<file path="src/rtl/seg7_pkg.sv">
// Shared seven-segment definitions: active-low segment patterns (bit0=a .. bit6=g)
// and the scan-monitor FSM state type.
package seg7_pkg;

   localparam logic [6:0] SEG_0     = 7'b1000000;
   localparam logic [6:0] SEG_1     = 7'b1111001;
   localparam logic [6:0] SEG_2     = 7'b0100100;
   localparam logic [6:0] SEG_3     = 7'b0110000;
   localparam logic [6:0] SEG_4     = 7'b0011001;
   localparam logic [6:0] SEG_5     = 7'b0010010;
   localparam logic [6:0] SEG_6     = 7'b0000010;
   localparam logic [6:0] SEG_7     = 7'b1111000;
   localparam logic [6:0] SEG_8     = 7'b0000000;
   localparam logic [6:0] SEG_9     = 7'b0010000;
   localparam logic [6:0] SEG_A     = 7'b0001000;
   localparam logic [6:0] SEG_B     = 7'b0000011;
   localparam logic [6:0] SEG_C     = 7'b1000110;
   localparam logic [6:0] SEG_D     = 7'b0100001;
   localparam logic [6:0] SEG_E     = 7'b0000110;
   localparam logic [6:0] SEG_F     = 7'b0001110;
   localparam logic [6:0] SEG_BLANK = 7'b1111111;

   typedef enum logic [1:0] {
      IDLE,
      SETTLE,
      HELD
   } scan_state_t;

endpackage

</file>
<file path="src/rtl/seg7_pattern_decoder.sv">
// Inverse of the hex-to-segment encoder: maps an active-low pattern back to its nibble,
// flagging blank and anything that is neither a hex glyph nor blank.
module seg7_pattern_decoder
   import seg7_pkg::*;
(
   input  logic [6:0] seg_n,
   output logic [3:0] nibble,
   output logic       is_blank,
   output logic       is_legal
);

   always_comb begin
      // NOTE: every output gets a default before the case so no path leaves one unassigned (no latch).
      nibble   = 4'h0;
      is_blank = 1'b0;
      is_legal = 1'b1;
      case (seg_n)
         SEG_0:     nibble = 4'h0;
         SEG_1:     nibble = 4'h1;
         SEG_2:     nibble = 4'h2;
         SEG_3:     nibble = 4'h3;
         SEG_4:     nibble = 4'h4;
         SEG_5:     nibble = 4'h5;
         SEG_6:     nibble = 4'h6;
         SEG_7:     nibble = 4'h7;
         SEG_8:     nibble = 4'h8;
         SEG_9:     nibble = 4'h9;
         SEG_A:     nibble = 4'hA;
         SEG_B:     nibble = 4'hB;
         SEG_C:     nibble = 4'hC;
         SEG_D:     nibble = 4'hD;
         SEG_E:     nibble = 4'hE;
         SEG_F:     nibble = 4'hF;
         SEG_BLANK: is_blank = 1'b1;
         default:   is_legal = 1'b0;
      endcase
   end

endmodule

</file>
<file path="src/rtl/seg7_scan_decoder.sv">
// Passive monitor for a multiplexed active-low seven-segment bus: debounces each digit
// dwell, reconstructs the displayed hex value and reports frames, bad glyphs and timeouts.
module seg7_scan_decoder
   import seg7_pkg::*;
#(
   parameter int NUM_DIGITS  = 4,
   parameter int STABLE_CNT  = 4,
   parameter int TIMEOUT_CYC = 65535
) (
   input  logic                          clk,
   input  logic                          rst,
   input  logic [6:0]                    seg_n,
   input  logic [NUM_DIGITS-1:0]         an_n,
   output logic [4*NUM_DIGITS-1:0]       value,
   output logic [NUM_DIGITS-1:0]         digit_valid,
   output logic [NUM_DIGITS-1:0]         blank,
   output logic                          frame_valid,
   output logic                          pattern_err,
   output logic [$clog2(NUM_DIGITS)-1:0] err_digit,
   output logic                          timeout
);

   localparam int SW = NUM_DIGITS + 7;
   localparam int CW = $clog2(STABLE_CNT + 1);
   localparam int TW = $clog2(TIMEOUT_CYC + 1);
   localparam int IW = $clog2(NUM_DIGITS);

   logic [SW-1:0]         cur;
   logic [SW-1:0]         smp_q;
   scan_state_t           state_q, state_d;
   logic [CW-1:0]         cnt_q, cnt_d;
   logic [NUM_DIGITS-1:0] mask_q, mask_set;
   logic [TW-1:0]         timer_q;
   logic                  sel_ok, same, commit;
   logic [IW-1:0]         sel_idx;
   logic [3:0]            nibble;
   logic                  is_blank, is_legal;

   // The bus value being sampled this edge is compared against the one sampled last edge,
   // so the first sample of a dwell already counts as 1.
   assign cur    = {an_n, seg_n};
   assign same   = (cur == smp_q);
   assign sel_ok = $onehot(~an_n);

   always_comb begin
      sel_idx  = '0;
      for (int i = 0; i < NUM_DIGITS; i++)
         if (!an_n[i]) sel_idx = IW'(i);
      mask_set          = mask_q;
      mask_set[sel_idx] = 1'b1;
   end

   seg7_pattern_decoder u_dec (
      .seg_n    (seg_n),
      .nibble   (nibble),
      .is_blank (is_blank),
      .is_legal (is_legal)
   );

   always_comb begin
      state_d = state_q;
      cnt_d   = cnt_q;
      commit  = 1'b0;
      case (state_q)
         IDLE: begin
            if (sel_ok) begin
               state_d = SETTLE;
               cnt_d   = CW'(1);
            end
         end
         SETTLE: begin
            if (!sel_ok) begin
               state_d = IDLE;
               cnt_d   = '0;
            end else if (!same) begin
               cnt_d = CW'(1);
            end else if (cnt_q == CW'(STABLE_CNT - 1)) begin
               commit  = 1'b1;
               state_d = HELD;
               cnt_d   = CW'(STABLE_CNT);
            end else begin
               cnt_d = cnt_q + CW'(1);
            end
         end
         HELD: begin
            if (!same) begin
               state_d = sel_ok ? SETTLE : IDLE;
               cnt_d   = sel_ok ? CW'(1) : '0;
            end
         end
         default: begin
            state_d = IDLE;
            cnt_d   = '0;
         end
      endcase
   end

   // NOTE: all state here is updated with non-blocking assignments so every register sees pre-edge values.
   always_ff @(posedge clk) begin
      if (rst) begin
         smp_q       <= '0;
         state_q     <= IDLE;
         cnt_q       <= '0;
         mask_q      <= '0;
         timer_q     <= '0;
         value       <= '0;
         digit_valid <= '0;
         blank       <= '0;
         frame_valid <= 1'b0;
         pattern_err <= 1'b0;
         err_digit   <= '0;
         timeout     <= 1'b0;
      end else begin
         smp_q       <= cur;
         state_q     <= state_d;
         cnt_q       <= cnt_d;
         frame_valid <= 1'b0;
         pattern_err <= 1'b0;
         timeout     <= 1'b0;
         if (commit) begin
            // A commit always restarts the timer, even on the cycle it would have expired.
            timer_q <= '0;
            if (is_legal) begin
               value[4*sel_idx +: 4] <= nibble;
               digit_valid[sel_idx]  <= 1'b1;
               blank[sel_idx]        <= is_blank;
               if (&mask_set) begin
                  frame_valid <= 1'b1;
                  mask_q      <= '0;
               end else begin
                  mask_q <= mask_set;
               end
            end else begin
               digit_valid[sel_idx] <= 1'b0;
               blank[sel_idx]       <= 1'b0;
               mask_q[sel_idx]      <= 1'b0;
               pattern_err          <= 1'b1;
               err_digit            <= sel_idx;
            end
         end else if (timer_q == TW'(TIMEOUT_CYC - 1)) begin
            timer_q     <= '0;
            digit_valid <= '0;
            blank       <= '0;
            mask_q      <= '0;
            timeout     <= 1'b1;
         end else begin
            timer_q <= timer_q + TW'(1);
         end
      end
   end

endmodule

</file>
<file path="config.mk">
export PLATFORM = sky130hd
export DESIGN_NAME = seg7_scan_decoder
export DESIGN_NICKNAME = d
export VERILOG_FILES = /design/src/rtl/seg7_pkg.sv /design/src/rtl/seg7_pattern_decoder.sv /design/src/rtl/seg7_scan_decoder.sv
export SDC_FILE = /design/constraint.sdc
export NUM_CORES = 1
export LEC_CHECK = 0
export CAP_MARGIN = 0
export CORE_MARGIN = 4
export CORE_UTILIZATION = 68
export DETAILED_ROUTE_END_ITERATION = 10
export DONT_BUFFER_PORTS = 1
export GPL_ROUTABILITY_DRIVEN = 0
export PLACE_DENSITY = 0.81
export SLEW_MARGIN = 10
export SYNTH_ARGS = -nofsm -noshare
export SYNTH_HDL_FRONTEND = slang
export SYNTH_HIERARCHICAL = 1
export SYNTH_SLANG_ARGS = --single-unit
</file>
<file path="constraint.sdc">
create_clock -name clk -period 5.8 [get_ports clk]
set_clock_uncertainty 0.05 [all_clocks]
set_input_delay 0 -clock clk [delete_from_list [all_inputs] [get_ports clk]]
set_output_delay 0 -clock clk [all_outputs]
set_load 0.01 [all_outputs]
</file>
# ---- Word-level counts from Yosys, hierarchy flattened
# Index checks and enable logic that the tools add are counted.
dict set report word_totals {
  in_bits 13
  ff_bits 65
  out_inout_bits 29
}
dict set report op_classes {
  reduce_logical 14
  n_bitwise 9
  n_eq_ne 26
  muxes 39
  shift 2
  n_addsub 6
  magnitude_cmp 2
}
# op n
set op_table {}
lappend op_table {{one-hot mux 4 bit (15 select lines)} 1}
lappend op_table {{equality test 7 bit, second input constant} 5}
lappend op_table {{negation 4 -> 34 bit} 1}
lappend op_table {{variable shift 4 x 34 -> 16 bit, first input constant} 1}
lappend op_table {{variable part select 4 x 34 -> 16 bit} 1}
lappend op_table {{two-way mux 4 bit} 8}
lappend op_table {{equality test 7 x 5 -> 1 bit, second input constant} 3}
lappend op_table {{equality test 7 x 6 -> 1 bit, second input constant} 3}
lappend op_table {{OR reduction 17 bit} 1}
lappend op_table {{adder 16 x 1 -> 16 bit, second input constant} 1}
lappend op_table {{bitwise mux 16 bit} 1}
lappend op_table {{equality test 16 bit, second input constant} 1}
lappend op_table {{two-way mux 3 bit} 5}
lappend op_table {{equality test 7 x 2 -> 1 bit, second input constant} 2}
lappend op_table {{equality test 7 x 4 -> 1 bit, second input constant} 2}
lappend op_table {{two-way mux 2 bit} 7}
lappend op_table {{two-way mux 1 bit} 13}
lappend op_table {{AND 4 bit} 3}
lappend op_table {{equality test 11 bit} 1}
lappend op_table {{one-hot mux 3 bit (3 select lines)} 1}
lappend op_table {{NOT 4 bit} 2}
lappend op_table {{OR 4 bit} 2}
lappend op_table {{AND reduction 4 bit} 2}
lappend op_table {{equality test 7 x 3 -> 1 bit, second input constant} 1}
lappend op_table {{other kinds (22)} 30}

# ---- Longest topological paths before layout
# Gate-level depths: netlist of run 1.
dict set report depth {
  ltp_word 12
  mapped_depth 13
  ltp_nobuf 9
}

# ---- Cells and area by module
# The synthesis of run 1 kept the hierarchy.
# mod seq_area_each_um2 area_per_inst_um2 instances cells_per_inst
set by_module_without_submodules {}
lappend by_module_without_submodules {seg7_scan_decoder 1301.2 2935.3 1 328}
lappend by_module_without_submodules {seg7_pattern_decoder 0.0 381.6 1 53}

# ---- Least setup slack after synthesis of run 1
# No wires, ideal clock.
dict set report synth_path {
  kind {input to register}
  startpoint {input an_n[0]}
  endpoint {register blank[2]}
  path_buffers 1
  t_required_ns 5.630
  setup_slack_ns 3.196
  stages 10
  t_arrival_ns 2.435
  cell_sequence {fa_1 > inv_1 > ha_1 > ha_1 > or3b_4 > nor4_4 > nand4_2 > and2_1 > buf_6 > a211o_1}
}
dict set report synth_between {
  elab_chain_len 7
  word_cells_on_any_way 10
}
# element line
set synth_lines {}
lappend synth_lines {{start: declaration} seg7_scan_decoder.sv:13} ;# input logic [NUM_DIGITS-1:0] an_n,
lappend synth_lines {{NOT 4 bit} seg7_scan_decoder.sv:43} ;# assign sel_ok = $onehot(~an_n);
lappend synth_lines {{adder 1 x 1 -> 2 bit (not written as such)} seg7_scan_decoder.sv:43}
lappend synth_lines {{adder 2 x 2 -> 3 bit (not written as such)} seg7_scan_decoder.sv:43}
lappend synth_lines {{equality test 3 x 1 -> 1 bit} seg7_scan_decoder.sv:43}
lappend synth_lines {{two-way mux 1 bit *} seg7_scan_decoder.sv:72} ;# if (!sel_ok) begin
lappend synth_lines {{two-way mux 1 bit *} seg7_scan_decoder.sv:64} ;# case (state_q)
lappend synth_lines {{two-way mux 4 bit / nonzero test 2 bit (equally long branches)} -}
lappend synth_lines {{end signal: indexed assignment} seg7_scan_decoder.sv:126} ;# blank[sel_idx] <= is_blank;
lappend synth_lines {{end: declaration} seg7_scan_decoder.sv:16} ;# output logic [NUM_DIGITS-1:0] blank,
# Every way passes the cells marked *; elsewhere a longest branch is shown, timed or not.
# A chain may end at the register's enable or synchronous reset.

# ---- Final worst setup path of run 1
dict set report layout_path {
  startpoint {input an_n[2]}
  endpoint {register blank[2]}
}
dict set report layout_between {
  elab_chain_len 10
  word_cells_on_any_way 21
}
# element line
set layout_lines {}
lappend layout_lines {{two-way mux 2 bit (2 in a row)} seg7_scan_decoder.sv:48} ;# if (!an_n[i]) sel_idx = IW'(i);
lappend layout_lines {{< comparator 2 x 3 -> 1 bit (not written as such) / greater-or-equal comparator 2 x 1 -> 1 bit (equally long branches)} {seg7_scan_decoder.sv:126, seg7_scan_decoder.sv:135}}
lappend layout_lines {{logical AND 1 bit (not written as such)} {seg7_scan_decoder.sv:126, seg7_scan_decoder.sv:135}}
lappend layout_lines {{two-way mux 1 bit (not written as such)} {seg7_scan_decoder.sv:126, seg7_scan_decoder.sv:135}}
lappend layout_lines {{demux 1 bit (select 2 bit)} {seg7_scan_decoder.sv:126, seg7_scan_decoder.sv:135}}
lappend layout_lines {{NOT 4 bit (no line)} -}
lappend layout_lines {{AND 4 bit (no line)} -}
lappend layout_lines {{two-way mux 4 bit} seg7_scan_decoder.sv:123} ;# if (is_legal) begin
lappend layout_lines {{two-way mux 4 bit} seg7_scan_decoder.sv:120} ;# if (commit) begin
# Parallel ways exist; a longest one is shown, timed or not.

==> results of run 1 <==
[state kept, by name, indices dropped and copies added, names as in the netlist]
| signal | cells |
|---|---|
| timer_q | 16 |
| value | 16 |
| smp_q | 11 |
| blank | 4 |
| digit_valid | 4 |
| mask_q | 4 |
| cnt_q | 3 |
| err_digit | 2 |
| state_q | 2 |
| frame_valid | 1 |
| pattern_err | 1 |
| timeout | 1 |
[critical path: stages]
cell	delay, ps
dlygate4sd3_1	600
inv_1	100
ha_1	210
ha_1	280
or3b_4	410
nor4_4	310
nand4_2	250
and2_1	330
a211o_1	320
[worst paths after layout]
path	end	slack (ps)	cells after the start
worst max-delay path	blank[2]	3180	9
worst min register to register	timer_q[0]	430	1
worst max register to register	blank[2]	3610	5
worst min-delay path	blank[0]	30	3
[logic make-up (layout without fill, tap and decap cells)]
logic type / after synthesis / in the layout
AO/OA/AOI/OAI: 57 / 57
XOR/XNOR: 27 / 27
adder cells (fa/ha/maj): 7 / 7
buffers and inverters: 28 / 41
flip-flops: 65 / 65
multiplexers: 20 / 20
AND/OR/NAND/NOR: 177 / 177
[repair_timing]
item                      in CTS  in global routing
gates resized for setup        0                  0
hold buffers                  13                  0
hold endpoints to repair      31                  0
[synthesized netlist by cell type, types with 2 or more instances]
cell type | number | area [um2]
and4_1 | 5 | 43.8
nor2b_1 | 15 | 93.8
and2_1 | 3 | 18.8
buf_6 | 3 | 33.8
a22o_1 | 2 | 17.5
a22oi_1 | 2 | 15.0
nor3b_1 | 2 | 15.0
and3b_1 | 2 | 17.5
dfxtp_1 | 65 | 1300
nand2_1 | 57 | 214
clkbuf_1 | 6 | 22.5
o32a_1 | 2 | 20.0
inv_1 | 11 | 41.3
xor2_1 | 18 | 158
nor4b_1 | 3 | 26.3
nor2_1 | 45 | 169
and3_1 | 4 | 25.0
ha_1 | 6 | 75.1
nor4_1 | 3 | 18.8
o21ai_1 | 2 | 10.0
a211oi_1 | 5 | 37.5
mux2i_1 | 18 | 180
nor3_1 | 5 | 25.0
nand4_1 | 9 | 56.3
xnor2_1 | 9 | 78.8
o221ai_1 | 2 | 17.5
nor4_4 | 2 | 42.5
a31oi_1 | 3 | 18.8
a21oi_1 | 13 | 65.1
o21ai_0 | 5 | 25.0
or4_1 | 2 | 15.0
buf_2 | 6 | 30.0
nand2b_1 | 3 | 18.8
a21o_1 | 9 | 67.6
nand3_1 | 8 | 40.0
[metal layers]
| layer | routed length [um] | GRT usage, % |
|---|---|---|
| met5 | 0 | 0 |
| met1 | 3300 | 33.4 |
| met2 | 3500 | 42.0 |
| met3 | 423 | 7.31 |
| met4 | 172 | 11.4 |
[cell type report]
type | count | area share (%)
multi-input cells | 288 | 51.6
flip-flops and latches | 65 | 35.7
clock buffers | 10 | 3.77
repair buffers | 13 | 3.57
well taps | 67 | 2.30
clock inverters | 6 | 1.85
inverters | 12 | 1.24
[power by group]
| group | switching [uW] | internal, uW | total (uW) |
|---|---|---|---|
| registers | 6.73 | 454 | 461 |
| clock network | 181 | 211 | 391 |
| logic | 48.5 | 35.9 | 84.4 |
[stage by stage]
step | setup WS [ps] | cells | hold WS [ps] | power (uW) | utilization (%)
finish | 3180 | 461 | 34.6 | 937 | 77.2
global route | 3030 | 461 | 36.2 | 976 | 77.2
CTS | 3210 | 461 | 16.2 | 941 | 77.2
detailed placement | 3010 | 432 | 23.5 | 543 | 70.1
global placement | 3060 | 432 | 21.3 | 541 | 70.1
floorplan | 3200 | 381 | 78.2 | 539 | -
==> impl_metrics.env, run 1 <==
export IMPL_routed_wl_um=7390
export IMPL_clock_sinks=65
export IMPL_vias=2724
export IMPL_p_per_area_nw_per_um2=257
export IMPL_cts_tree="yes"
export IMPL_arrival_ps=2810
export IMPL_grt_pass1_vias=2683
export IMPL_hold_viol=0
export IMPL_critPathLaunchType="input pin"
export IMPL_max_freq_mhz=381
export IMPL_rsz0062_at_grt="no"
export IMPL_crit_start="an_n[2]"
export IMPL_cp_end_kind="flop"
export IMPL_criticalPathCategory="in2reg"
export IMPL_cp_required_ps=5980
export IMPL_htreeDepth=3
export IMPL_dp_hpwl_um=4980
export IMPL_area_growth_pct=9.92
export IMPL_final_setup_tns_ps=0
export IMPL_cap_violations=0
export IMPL_muxShareOfSynthArea_pct=6.22
export IMPL_cts_buffers=9
export IMPL_slew_headroom_pct=50.4
export IMPL_cts_root_buf="clkbuf_8"
export IMPL_clk_latency_ps=340
export IMPL_multi_input_area_um2=1880
export IMPL_antenna_found_initial=0
export IMPL_die_w_um=77.8
export IMPL_timing_final_max_slew_violations=0
export IMPL_synthArstFlopShare_pct=0
export IMPL_synth_compound_area_share_pct=12.6
export IMPL_antenna_cells=0
export IMPL_io_buffers=0
export IMPL_post_route_period_util_pct=45.2
export IMPL_vdd_drop_max_mv=0.157
export IMPL_syn_inst=381
export IMPL_syn_avg_cell_area_um2=8.71
export IMPL_drt_initial_drc_count=167
export IMPL_crit_fanout=9
export IMPL_yosys_area_share_simple_pct=27.9
export IMPL_row_count=25
export IMPL_ys_ff_latch=65
export IMPL_cts_repair_timing_setup_buffer_count=0
export IMPL_ys_warn_count=6
export IMPL_layout_commonest_cell="dfxtp_1"
export IMPL_synthesis_nets=401
export IMPL_setup_viol=0
export IMPL_die_area_um2=6060
export IMPL_ant_nets=0
export IMPL_synth_fa_ha_area_share_pct=2.87
export IMPL_pin_count=42
export IMPL_hold_class="in2reg"
export IMPL_grt_pass1_wl_um=12600
export IMPL_fillers=332
export IMPL_overflow=0
export IMPL_drtPass1Iterations=4
export IMPL_tightestPinTransition_ps=740
export IMPL_final_cell_mix="dfxtp_1 (65), nand2_1 (57), nor2_1 (45)"
export IMPL_clk_pin_slew_ps=70
export IMPL_grt_max_degree=29
export IMPL_syn_area_um2=3320
export IMPL_grt_usage_pct=26.4
export IMPL_fin_area_um2=3650
export IMPL_clockBufferDepth=2
export IMPL_drc=0
export IMPL_drive_above_1_share_pct=7.36
export IMPL_die_h_um=77.8
export IMPL_synth_yosys_seq_area_share_pct=39.2
export IMPL_synthXorXnorAreaFrac_pct=7.13
export IMPL_min_period_ps=2620
export IMPL_rr_startpoint="timer_q[6]"
export IMPL_viasPerCell=5.91
export IMPL_status="complete, no violations"
export IMPL_post_drt_wl_per_cell_um=16.0
export IMPL_seqCellArea_um2=1300
export IMPL_floorplan_initialDensity_pct=70.2
export IMPL_core_area_um2=4720
export IMPL_p_leak_uw=0.00148
export IMPL_min_delay_start="an_n[2]"
export IMPL_synth_edf_count=0
export IMPL_synth_top_family_by_area="simple AND/OR/NAND/NOR gates"
export IMPL_synth_main_ff_cell="dfxtp_1"
export IMPL_synth_cell_types=61
export IMPL_fin_nets=409
export IMPL_placed_area_um2=3310
Power figures use the tool's default switching activity.
==> run 2, diff against run 1 <==
- ABC_AREA: unset -> 1
- CORE_UTILIZATION: 68 -> 63
- PLACE_DENSITY: 0.81 -> 0.76
- clock period: 5.8 -> 2.61 ns (I/O delays scaled with it)
==> run 2 against run 1 <==
Net effect: worst setup slack got worse by 2900 ps; critical path type unchanged; final cell count increased by 35%; largest power group unchanged; highest routed layer unchanged; critical endpoint is now blank[1]; sequential share of layout area down 2.5 points; largest cell class unchanged.
==> impl_metrics.env, run 2 <==
export IMPL_synth_cell_types=36
export IMPL_die_w_um=82.9
export IMPL_synth_top_family_by_area="simple AND/OR/NAND/NOR gates"
export IMPL_routed_wl_um=7850
export IMPL_floorplan_initialDensity_pct=67.0
export IMPL_ys_warn_count=6
export IMPL_drive_above_1_share_pct=8.89
export IMPL_layout_commonest_cell="nand2_1"
export IMPL_htreeDepth=3
export IMPL_wl_met3_um=566
export IMPL_synthArstFlopShare_pct=0
export IMPL_overflow=0
export IMPL_crit_fanout=10
export IMPL_synthesis_nets=548
export IMPL_clock_sinks=65
export IMPL_yosys_area_top_type="dfxtp_1"
export IMPL_swShare_pct=26.6
export IMPL_dr_wl_met2_um=3690
export IMPL_grt_usage_pct=24.1
export IMPL_setup_viol=0
export IMPL_drt_initial_drc_count=188
export IMPL_cp_end_kind="flop"
export IMPL_die_area_um2=6860
export IMPL_arrival_ps=2550
export IMPL_dp_slack_ps=202
export IMPL_internal_power_uw=1580
export IMPL_timing_final_max_slew_violations=0
export IMPL_drt_met1_wl_um=3440
export IMPL_drc=0
export IMPL_syn_area_um2=3530
export IMPL_max_freq_mhz=422
export IMPL_synth_yosys_seq_area_share_pct=36.9
export IMPL_antenna_cells=0
export IMPL_cts_root_buf="clkbuf_8"
export IMPL_clkPwrFrac_pct=37.7
export IMPL_muxShareOfSynthArea_pct=0
export IMPL_synth_fa_ha_area_share_pct=2.69
export IMPL_cts_buffers=9
export IMPL_row_count=26
export IMPL_synth_compound_area_share_pct=6.77
export IMPL_synth_most_common_cell="nand2_1"
export IMPL_yosys_area_share_simple_pct=40.8
export IMPL_drtPass1Iterations=4
export IMPL_clk_pin_slew_ps=70
export IMPL_viasPerCell=5.25
export IMPL_p_leak_uw=0.00182
export IMPL_syn_inst=528
export IMPL_min_period_ps=2370
export IMPL_synth_main_ff_cell="dfxtp_1"
export IMPL_criticalPathCategory="in2reg"
export IMPL_final_setup_tns_ps=0
export IMPL_placed_area_um2=3620
export IMPL_grt_max_degree=35
export IMPL_vdd_drop_max_mv=0.448
export IMPL_tightestPinTransition_ps=616
export IMPL_final_cell_mix="nand2_1 (125), nor2_1 (108), inv_1 (77)"
export IMPL_post_drt_wl_per_cell_um=12.6
export IMPL_synth_edf_count=0
export IMPL_top_layer="met4"
export IMPL_clk_latency_ps=340
export IMPL_cts_tree="yes"
export IMPL_grt_pass1_vias=3027
export IMPL_post_route_period_util_pct=90.8
export IMPL_yosys_top_cells_count="nand2_1 (125), nor2_1 (108), inv_1 (77)"
export IMPL_status="complete, no violations"
export IMPL_share_seq_of_total_power_pct=49.0
export IMPL_io_buffers=0
export IMPL_slew_headroom_pct=58.8
export IMPL_grt_pass1_wl_um=13800
export IMPL_vias=3261
export IMPL_area_growth_pct=11.1
export IMPL_ys_ff_latch=65
export IMPL_p_per_area_nw_per_um2=550
export IMPL_comb_power_share_pct=13.3
export IMPL_yosysTopAreaCellShare_pct=36.9
export IMPL_antenna_found_initial=0
export IMPL_clockBufferDepth=2
export IMPL_fin_nets=568
export IMPL_reg_top3="timer_q: 16 flops, value: 16 flops, smp_q: 11 flops"
export IMPL_fin_area_um2=3920
export IMPL_dp_hpwl_um=5740
export IMPL_die_h_um=82.9
export IMPL_hold_viol=0
export IMPL_cts_repair_timing_setup_buffer_count=0
export IMPL_core_area_um2=5270
export IMPL_switching_power_uw=572
export IMPL_critPathLaunchType="input pin"
export IMPL_post_route_worst_setup_slack_ps=240
export IMPL_rsz0062_at_grt="no"
export IMPL_hold_class="in2reg"
export IMPL_cap_violations=0
export IMPL_ant_nets=0
export IMPL_cp_required_ps=2790
export IMPL_pin_count=42
export IMPL_synthXorXnorAreaFrac_pct=2.73
export IMPL_synth_area_top_cells="dfxtp_1 (37%), nand2_1 (13%), nor2_1 (11%), inv_1 (8.2%), o21ai_0 (3.5%)"
export IMPL_syn_avg_cell_area_um2=6.68
run 2: changes by cell type in the layout (fill, tap and decap cells not counted), moves of 9 or more:
cell	previous run	this run
nand4_1	9	18
nand2_1	57	125
xor2_1	18	6
mux2i_1	18	0
o21ai_0	5	24
a21o_1	9	0
nor2_1	45	108
inv_1	11	77
nand3_1	8	20
nor2b_1	15	0
run 2: power by group through the flow:
stage          Clock [uW]  Sequential [uW]  Combinational (uW)
2_1_floorplan           0             1070                 213
3_3_place_gp            0             1080                 248
3_5_place_dp            0             1080                 257
4_1_cts               830             1060                 282
5_1_grt               879             1060                 328
6_report              812             1060                 287
run 2: cell families after synthesis:
logic type / after synthesis
adders and majority gates: 7
xor gates and xnor gates: 11
and+or+nand+nor: 308
DFF: 65
buffers and inverters: 91
AOI/OAI and AO/OA: 46
run 2: critical path: stages:
cell and delay [ps]:
dlygate4sd3_1 680, inv_4 110, ha_1 210, ha_1 260
inv_1 100, nand3b_4 110, nor3_4 200, nand4_4 250
o21ai_1 290, nand2_1 120, nor2_1 140, nor2_1 70
run 2: area by class of cell:
type | count | area [um2]
fill | 417 | 1350
timing repair buffer | 18 | 165
sequential | 65 | 1300
clock inverter | 3 | 42.5
inverter | 82 | 310
clock buffer | 11 | 141
multi-input combinational | 372 | 1870
tap | 70 | 87.6
run 2: path summary, 6_finish.rpt:
kind | startpoint | cells past startpoint | endpoint | slack [ps]
hold / removal | seg_n[3] | 4 | value[12] | 20
hold reg to reg | mask_q[3] | 2 | mask_q[3] | 410
setup reg to reg | cnt_q[0] | 9 | blank[1] | 550
setup / recovery | an_n[2] | 12 | blank[1] | 240
run 2: per-stage QoR:
step / instances / hold WS (ps) / total power [uW] / util (%)
6_report: 621 / 20.2 / 2160 / 74.4
5_1_grt: 621 / 29.4 / 2270 / 74.4
4_1_cts: 621 / 7.55 / 2170 / 74.4
3_5_place_dp: 595 / 25.8 / 1330 / 68.6
3_3_place_gp: 595 / 23.9 / 1320 / 68.6
2_1_floorplan: 528 / 22.4 / 1280 / -
run 2: routing by layer:
layer / vias up / track usage [%]
li1: 1682 / -
met1: 1462 / 29.3
met2: 101 / 40.2
met3: 16 / 7.92
met4: 0 / 7.58
met5: - / 0
run 2: what timing repair did:
item,4_1_cts,5_1_grt
resized for setup,0,1
hold buffers,12,0
endpoints found under the hold margin,27,0
setup endpoints to repair,0,2
